`config.mk`:
```
export PLATFORM = sky130hd
export DESIGN_NAME = dmem_arbiter_flat
export DESIGN_NICKNAME = d
export VERILOG_FILES = /design/src/rtl/dmem_arbiter_if.sv /design/src/rtl/dmem_arbiter.sv /design/src/flat_wrapper.sv
export SDC_FILE = /design/constraint.sdc
export NUM_CORES = 1
export LEC_CHECK = 0
export ABC_AREA = 0
export BUFFER_PORTS_ARGS = -buffer_cell sky130_fd_sc_hd__buf_2
export CAP_MARGIN = 30
export CORE_ASPECT_RATIO = 1.25
export CORE_MARGIN = 3
export CORE_UTILIZATION = 30
export CTS_CLUSTER_DIAMETER = 100
export DETAILED_ROUTE_END_ITERATION = 10
export MAX_ROUTING_LAYER = met4
export PLACE_DENSITY = 0.55
export RECOVER_POWER = 50
export SYNTH_ARGS = -nofsm -noshare
export SYNTH_HDL_FRONTEND = slang
export SYNTH_SLANG_ARGS = --single-unit
```
`constraint.sdc`:
```
create_clock -name clock -period 1.8 [get_ports clock]
set_input_delay 0.09 -clock clock [delete_from_list [all_inputs] [get_ports clock]]
set_output_delay 0.09 -clock clock [all_outputs]
set_load 0.02 [all_outputs]
```
`src/rtl/dmem_arbiter_if.sv`:
```
// Requester-side port bundle for the data memory arbiter: one instance per
// master (CPU load/store unit, ASCON accelerator).
interface dmem_arbiter_if;
   logic        req;
   logic        we;
   logic [31:0] addr;
   logic [31:0] wdata;
   logic [1:0]  size;
   logic        sign;
   logic        gnt;
   logic        rvalid;
   logic [31:0] rdata;
   logic        err;

   modport master (
      output req, we, addr, wdata, size, sign,
      input  gnt, rvalid, rdata, err
   );

   modport slave (
      input  req, we, addr, wdata, size, sign,
      output gnt, rvalid, rdata, err
   );
endinterface

```
`src/rtl/dmem_arbiter.sv`:
```
// Shares the single data memory port between two requesters, checks range and
// alignment, and returns registered load data or an error to the winner.
//
// state  | meaning
// IDLE   | sample requests, pick winner, latch request and error flag
// ACCESS | drive memory for one cycle, pulse gnt, capture load data
// RESP   | pulse rvalid with rdata/err to the owner
module dmem_arbiter #(
   parameter logic [31:0] ADDR_BASE  = 32'h1000_0000,
   parameter int          ADDR_BITS  = 16,
   parameter bit          FIXED_PRIO = 1'b0
) (
   input  logic              clock,
   input  logic              reset_n,
   dmem_arbiter_if.slave     m0,
   dmem_arbiter_if.slave     m1,
   output logic [31:0]       mem_address,
   output logic [31:0]       mem_write_data,
   output logic              mem_memwrite,
   output logic              mem_memread,
   output logic [1:0]        mem_byte_size,
   output logic              mem_sign_ext,
   input  logic [31:0]       mem_read_data,
   output logic              busy
);

   typedef enum logic [1:0] {
      IDLE   = 2'd0,
      ACCESS = 2'd1,
      RESP   = 2'd2
   } state_t;

   state_t      state_q, state_d;
   logic        last_owner_q;
   logic        owner_q;
   logic        we_q;
   logic [31:0] addr_q;
   logic [31:0] wdata_q;
   logic [1:0]  size_q;
   logic        sign_q;
   logic        err_q;
   logic [31:0] rdata_q;

   logic        any_req;
   logic        winner;
   logic        sel_we;
   logic [31:0] sel_addr;
   logic [31:0] sel_wdata;
   logic [1:0]  sel_size;
   logic        sel_sign;
   logic        sel_err;
   logic        in_access;
   logic        in_resp;
   logic [31:0] resp_data;

   assign any_req = m0.req | m1.req;

   // On a tie the requester that did not own the previous access wins.
   always_comb begin
      winner = m1.req;
      if (m0.req && m1.req) begin
         winner = FIXED_PRIO ? 1'b0 : ~last_owner_q;
      end
   end

   assign sel_we    = winner ? m1.we    : m0.we;
   assign sel_addr  = winner ? m1.addr  : m0.addr;
   assign sel_wdata = winner ? m1.wdata : m0.wdata;
   assign sel_size  = winner ? m1.size  : m0.size;
   assign sel_sign  = winner ? m1.sign  : m0.sign;

   always_comb begin
      sel_err = 1'b0;
      if (sel_size == 2'b11)                              sel_err = 1'b1;
      if (sel_size == 2'b01 && sel_addr[0])               sel_err = 1'b1;
      if (sel_size == 2'b10 && sel_addr[1:0] != 2'b00)    sel_err = 1'b1;
      if ((sel_addr >> ADDR_BITS) != (ADDR_BASE >> ADDR_BITS)) sel_err = 1'b1;
   end

   always_comb begin
      state_d = state_q;
      case (state_q)
         IDLE:    if (any_req) state_d = ACCESS;
         ACCESS:  state_d = RESP;
         RESP:    state_d = IDLE;
         default: state_d = IDLE;
      endcase
   end

   always_ff @(posedge clock or negedge reset_n) begin
      if (!reset_n) begin
         state_q      <= IDLE;
         last_owner_q <= 1'b1;
         owner_q      <= 1'b0;
         we_q         <= 1'b0;
         addr_q       <= 32'h0;
         wdata_q      <= 32'h0;
         size_q       <= 2'b00;
         sign_q       <= 1'b0;
         err_q        <= 1'b0;
         rdata_q      <= 32'h0;
      end else begin
         state_q <= state_d;
         if (state_q == IDLE && any_req) begin
            owner_q      <= winner;
            last_owner_q <= winner;
            we_q         <= sel_we;
            addr_q       <= sel_addr;
            wdata_q      <= sel_wdata;
            size_q       <= sel_size;
            sign_q       <= sel_sign;
            err_q        <= sel_err;
         end
         if (state_q == ACCESS && !we_q && !err_q) begin
            rdata_q <= mem_read_data;
         end
      end
   end

   assign in_access = (state_q == ACCESS);
   assign in_resp   = (state_q == RESP);
   assign busy      = (state_q != IDLE);

   assign mem_address    = in_access ? addr_q  : 32'h0;
   assign mem_write_data = in_access ? wdata_q : 32'h0;
   assign mem_byte_size  = in_access ? size_q  : 2'b00;
   assign mem_sign_ext   = in_access & sign_q;
   assign mem_memwrite   = in_access & we_q & ~err_q;
   assign mem_memread    = in_access & ~we_q & ~err_q;

   assign resp_data = (we_q | err_q) ? 32'h0 : rdata_q;

   assign m0.gnt    = in_access & ~owner_q;
   assign m1.gnt    = in_access & owner_q;
   assign m0.rvalid = in_resp & ~owner_q;
   assign m1.rvalid = in_resp & owner_q;
   assign m0.rdata  = m0.rvalid ? resp_data : 32'h0;
   assign m1.rdata  = m1.rvalid ? resp_data : 32'h0;
   assign m0.err    = m0.rvalid & err_q;
   assign m1.err    = m1.rvalid & err_q;

endmodule

```
`src/flat_wrapper.sv`:
```
// flat-port wrapper written by rule: the top's interface ports become plain ports
module dmem_arbiter_flat 
#(
   parameter logic [31:0] ADDR_BASE  = 32'h1000_0000,
   parameter int          ADDR_BITS  = 16,
   parameter bit          FIXED_PRIO = 1'b0
)
  (clock, reset_n, mem_address, mem_write_data, mem_memwrite, mem_memread, mem_byte_size, mem_sign_ext, mem_read_data, busy, m0_req, m0_we, m0_addr, m0_wdata, m0_size, m0_sign, m0_gnt, m0_rvalid, m0_rdata, m0_err, m1_req, m1_we, m1_addr, m1_wdata, m1_size, m1_sign, m1_gnt, m1_rvalid, m1_rdata, m1_err);
  dmem_arbiter_if m0_i ();
  dmem_arbiter_if m1_i ();
  input  logic clock;
  input  logic reset_n;
  output logic [31:0] mem_address;
  output logic [31:0] mem_write_data;
  output logic mem_memwrite;
  output logic mem_memread;
  output logic [1:0] mem_byte_size;
  output logic mem_sign_ext;
  input  logic [31:0] mem_read_data;
  output logic busy;
  input wire logic [$bits(m0_i.req)-1:0] m0_req;
  input wire logic [$bits(m0_i.we)-1:0] m0_we;
  input wire logic [$bits(m0_i.addr)-1:0] m0_addr;
  input wire logic [$bits(m0_i.wdata)-1:0] m0_wdata;
  input wire logic [$bits(m0_i.size)-1:0] m0_size;
  input wire logic [$bits(m0_i.sign)-1:0] m0_sign;
  output wire logic [$bits(m0_i.gnt)-1:0] m0_gnt;
  output wire logic [$bits(m0_i.rvalid)-1:0] m0_rvalid;
  output wire logic [$bits(m0_i.rdata)-1:0] m0_rdata;
  output wire logic [$bits(m0_i.err)-1:0] m0_err;
  input wire logic [$bits(m1_i.req)-1:0] m1_req;
  input wire logic [$bits(m1_i.we)-1:0] m1_we;
  input wire logic [$bits(m1_i.addr)-1:0] m1_addr;
  input wire logic [$bits(m1_i.wdata)-1:0] m1_wdata;
  input wire logic [$bits(m1_i.size)-1:0] m1_size;
  input wire logic [$bits(m1_i.sign)-1:0] m1_sign;
  output wire logic [$bits(m1_i.gnt)-1:0] m1_gnt;
  output wire logic [$bits(m1_i.rvalid)-1:0] m1_rvalid;
  output wire logic [$bits(m1_i.rdata)-1:0] m1_rdata;
  output wire logic [$bits(m1_i.err)-1:0] m1_err;
  assign m0_i.req = m0_req;
  assign m0_i.we = m0_we;
  assign m0_i.addr = m0_addr;
  assign m0_i.wdata = m0_wdata;
  assign m0_i.size = m0_size;
  assign m0_i.sign = m0_sign;
  assign m0_gnt = m0_i.gnt;
  assign m0_rvalid = m0_i.rvalid;
  assign m0_rdata = m0_i.rdata;
  assign m0_err = m0_i.err;
  assign m1_i.req = m1_req;
  assign m1_i.we = m1_we;
  assign m1_i.addr = m1_addr;
  assign m1_i.wdata = m1_wdata;
  assign m1_i.size = m1_size;
  assign m1_i.sign = m1_sign;
  assign m1_gnt = m1_i.gnt;
  assign m1_rvalid = m1_i.rvalid;
  assign m1_rdata = m1_i.rdata;
  assign m1_err = m1_i.err;
  dmem_arbiter #(.ADDR_BASE(ADDR_BASE), .ADDR_BITS(ADDR_BITS), .FIXED_PRIO(FIXED_PRIO)) u_core (.clock(clock), .reset_n(reset_n), .m0(m0_i), .m1(m1_i), .mem_address(mem_address), .mem_write_data(mem_write_data), .mem_memwrite(mem_memwrite), .mem_memread(mem_memread), .mem_byte_size(mem_byte_size), .mem_sign_ext(mem_sign_ext), .mem_read_data(mem_read_data), .busy(busy));
endmodule
```
==> results.tsv <==
metric	value	unit
synth_edf_count	0	
fin_hold_ws	0.0140	ns
ir_drop	0.643	mV
place_area	7410	um^2
path_cells	and3b_2, nor3b_4, buf_4, buf_12, and2_1, buf_6	
initial_core_util	30.6	%
clockRootBuffer	clkbuf_16	
drt-met1-wl	8.67	mm
start_kind	flip-flop	
max_stage_delay	0.43	ns
avgRoutedWirePerCell	16.5	um
fin_crit	1.89	ns
die_w	128	um
yosysMostFrequentCell	nand2_1	
dr_total_vias	6315	
path_clk_slew	0.07	ns
h-tree-depth	3	
endpoint_kind	primary output	
ys_seq_area_share	47.4	%
p_per_area	1150	nW/um^2
post-route-period-util	105	%
pre_cts_ws	0.0885	ns
dp.final_hpwl	13.0	mm
route.met3.wl	1.16	mm
rsz0062_at_grt	true	
fmax	528	MHz
clk_latency	0.35	ns
clk_path_buf_depth	2	
slew_headroom	14.1	%
cp_slowest_cell	dfrtp_1	
antenna_found_initial	0	
violations	negative setup slack	
synth.net_count	801	
maxSlewViolCount	0	
cap_violations	0	
drive_gt1_share	39.4	%
synth_top_area_share	46.9	%
tritoncts	yes	
r2r_cells	8	
grt_overflow	0	
clock-sinks	105	
n_antenna_cell	0	
holdCritPathClass	in2reg	
track_usage	20.4	%
status	finished, violations left	
grt_pass1_vias	6373	
leakage	4.93	nW
gp_congestion	0.837	
crit_arrival	1.80	ns
ys_seq_elements	105	
synth_flop_cell	dfrtp_1	
die-area	20200	um^2
tightest_slew	1.29	ns
min_from	m1_wdata[11]	
routed-wl-met2	11.4	mm
min_path_cells	3	
synth_top_area_cell	dfrtp_1	
r2r_slack	0.04	ns
finalWorstSetupSlack	-0.0933	ns
grt_pass1_wl	31.9	mm
finalInstanceArea	9950	um^2
row_count	55	
antenna_left	0	
synthTopCellsByArea	dfrtp_1 (47%), and2_1 (15%), nand2_1 (9.3%)	
synth_common_cells	nand2_1 (137), and2_1 (135), dfrtp_1 (104)	
via_per_inst	4.76	
drt_iter0_markers	382	
top_layer	met4	
critical_path_required	1.71	ns
rr_endpoint	u_core.wdata_q[0]$_DFFE_PN0P_	
netlist_instances	629	
finalHoldViolCount	0	
min_to	u_core.wdata_q[11]$_DFFE_PN0P_	
worstPathBufferInverterCount	3	
grt_start_max_net_pins	78	
setup_viol	64	
cp_max_fo	16	
io_buffer_count	311	
areaGrowthSynthToFinish	79.2	%
finClkSkew	0.00929	ns
fin_nets	1267	
r2r-start	u_core.state_q[0]$_DFFE_PN0P_	
synth.avg_cell_area	8.83	um^2
first_pass_iters	6	
die_h	158	um
crit_cells	6	
synthArstFlopShare	100	%
finalPower	11.5	mW
drc	0	
io-pin-count	312	
numCtsBuffers	9	
crit_type	reg2out	
synth.distinct_cells	31	
syn_area	5550	um^2
wirelength	21.9	mm
core	18200	um^2
yosysWarnings	0	
critPathTopFamily	simple AND/OR/NAND/NOR gates	
## stage by stage
step | std cells | utilization, % | TNS (ns)
floorplan | 629 | - | 0
global placement | 1138 | 40.8 | 0
detailed placement | 1138 | 40.8 | 0
CTS | 1319 | 53.0 | -2.04
global route | 1328 | 54.8 | -11.90
finish | 1328 | 54.8 | -3.23
## how the worst max path moves through the flow
stage | start | end | slack [ns]
finish | u_core.state_q[0]$_DFFE_PN0P_ | m1_rdata[3] | -0.09
detailed placement | u_core.state_q[0]$_DFFE_PN0P_ | u_core.wdata_q[11]$_DFFE_PN0P_ | 0.09
floorplan | u_core.state_q[0]$_DFFE_PN0P_ | m0_rdata[10] | 0.16
CTS | u_core.owner_q$_DFFE_PN0P_ | m0_rdata[29] | -0.05
global route | u_core.state_q[0]$_DFFE_PN0P_ | m0_rdata[3] | -0.17
global placement | u_core.state_q[0]$_DFFE_PN0P_ | u_core.wdata_q[11]$_DFFE_PN0P_ | 0.12
## power by group
group          total, mW  switching, mW  internal (mW)
sequential          3.69          0.459           3.23
combinational       5.59           3.19           2.40
clock               2.19          0.920           1.27
## flip-flops by register name, indices dropped and copies added, names as in the netlist
register,flops
u_core.err_q,1
u_core.rdata_q,32
u_core.state_q,2
u_core.wdata_q,32
u_core.addr_q,32
u_core.owner_q,1
u_core.we_q,1
u_core.last_owner_q,1
u_core.sign_q,1
u_core.size_q,2
## worst min-delay path: cells and delay by family
family | cells | cell delay [ns]
buffers and inverters | 1 | 0.10
AND/OR/NAND/NOR | 1 | 0.05
AO/OA/AOI/OAI | 1 | 0.08
## layout by cell type (no fill, tap or decap), types with 2 or more instances in the layout
master | netlist | routed
nand3_1 | 2 | 2
nand2_1 | 137 | 136
and2_4 | 0 | 29
dlygate4sd3_1 | 0 | 159
mux2_2 | 34 | 34
clkbuf_16 | 0 | 13
a21oi_1 | 3 | 3
buf_4 | 7 | 31
nor4_1 | 7 | 6
buf_6 | 3 | 50
nor2_1 | 71 | 71
clkbuf_1 | 14 | 2
o21a_1 | 3 | 3
buf_2 | 15 | 246
bufinv_16 | 0 | 2
a31oi_1 | 67 | 67
nor3b_4 | 0 | 3
and2_1 | 135 | 105
o221ai_1 | 2 | 2
dfrtp_1 | 104 | 104
inv_6 | 0 | 2
buf_12 | 0 | 8
## cell families after synthesis
family | synth area share [%]
simple gates | 32.5
flops | 47.4
mux | 6.90
buf+inv | 4.62
compound gates | 8.65
## area by class of cell
| type | instances | area (um^2) |
|---|---|---|
| Fill cell | 1609 | 8220 |
| Inverter | 2 | 15.0 |
| Multi-Input combinational cell | 476 | 2780 |
| Clock buffer | 11 | 243 |
| Sequential cell | 105 | 2630 |
| Clock inverter | 5 | 85.1 |
| Timing Repair Buffer | 501 | 3920 |
| Tap cell | 228 | 285 |
## metal layers
metal	up-vias	track usage, %
met2	257	35.6
met5	-	-
met1	3007	22.8
met4	0	9.50
met3	42	3.21
li1	3009	-
## timing repair
item                       in CTS  in global routing
setup buffers                   5                  6
hold buffers                  159                  0
cloned                          1                  5
pin swaps                       2                  9
gates resized for setup        78                 76
setup endpoints to repair      65                187
hold endpoints to repair      201                  0
Note: power is estimated with default switching activity, not from simulation.
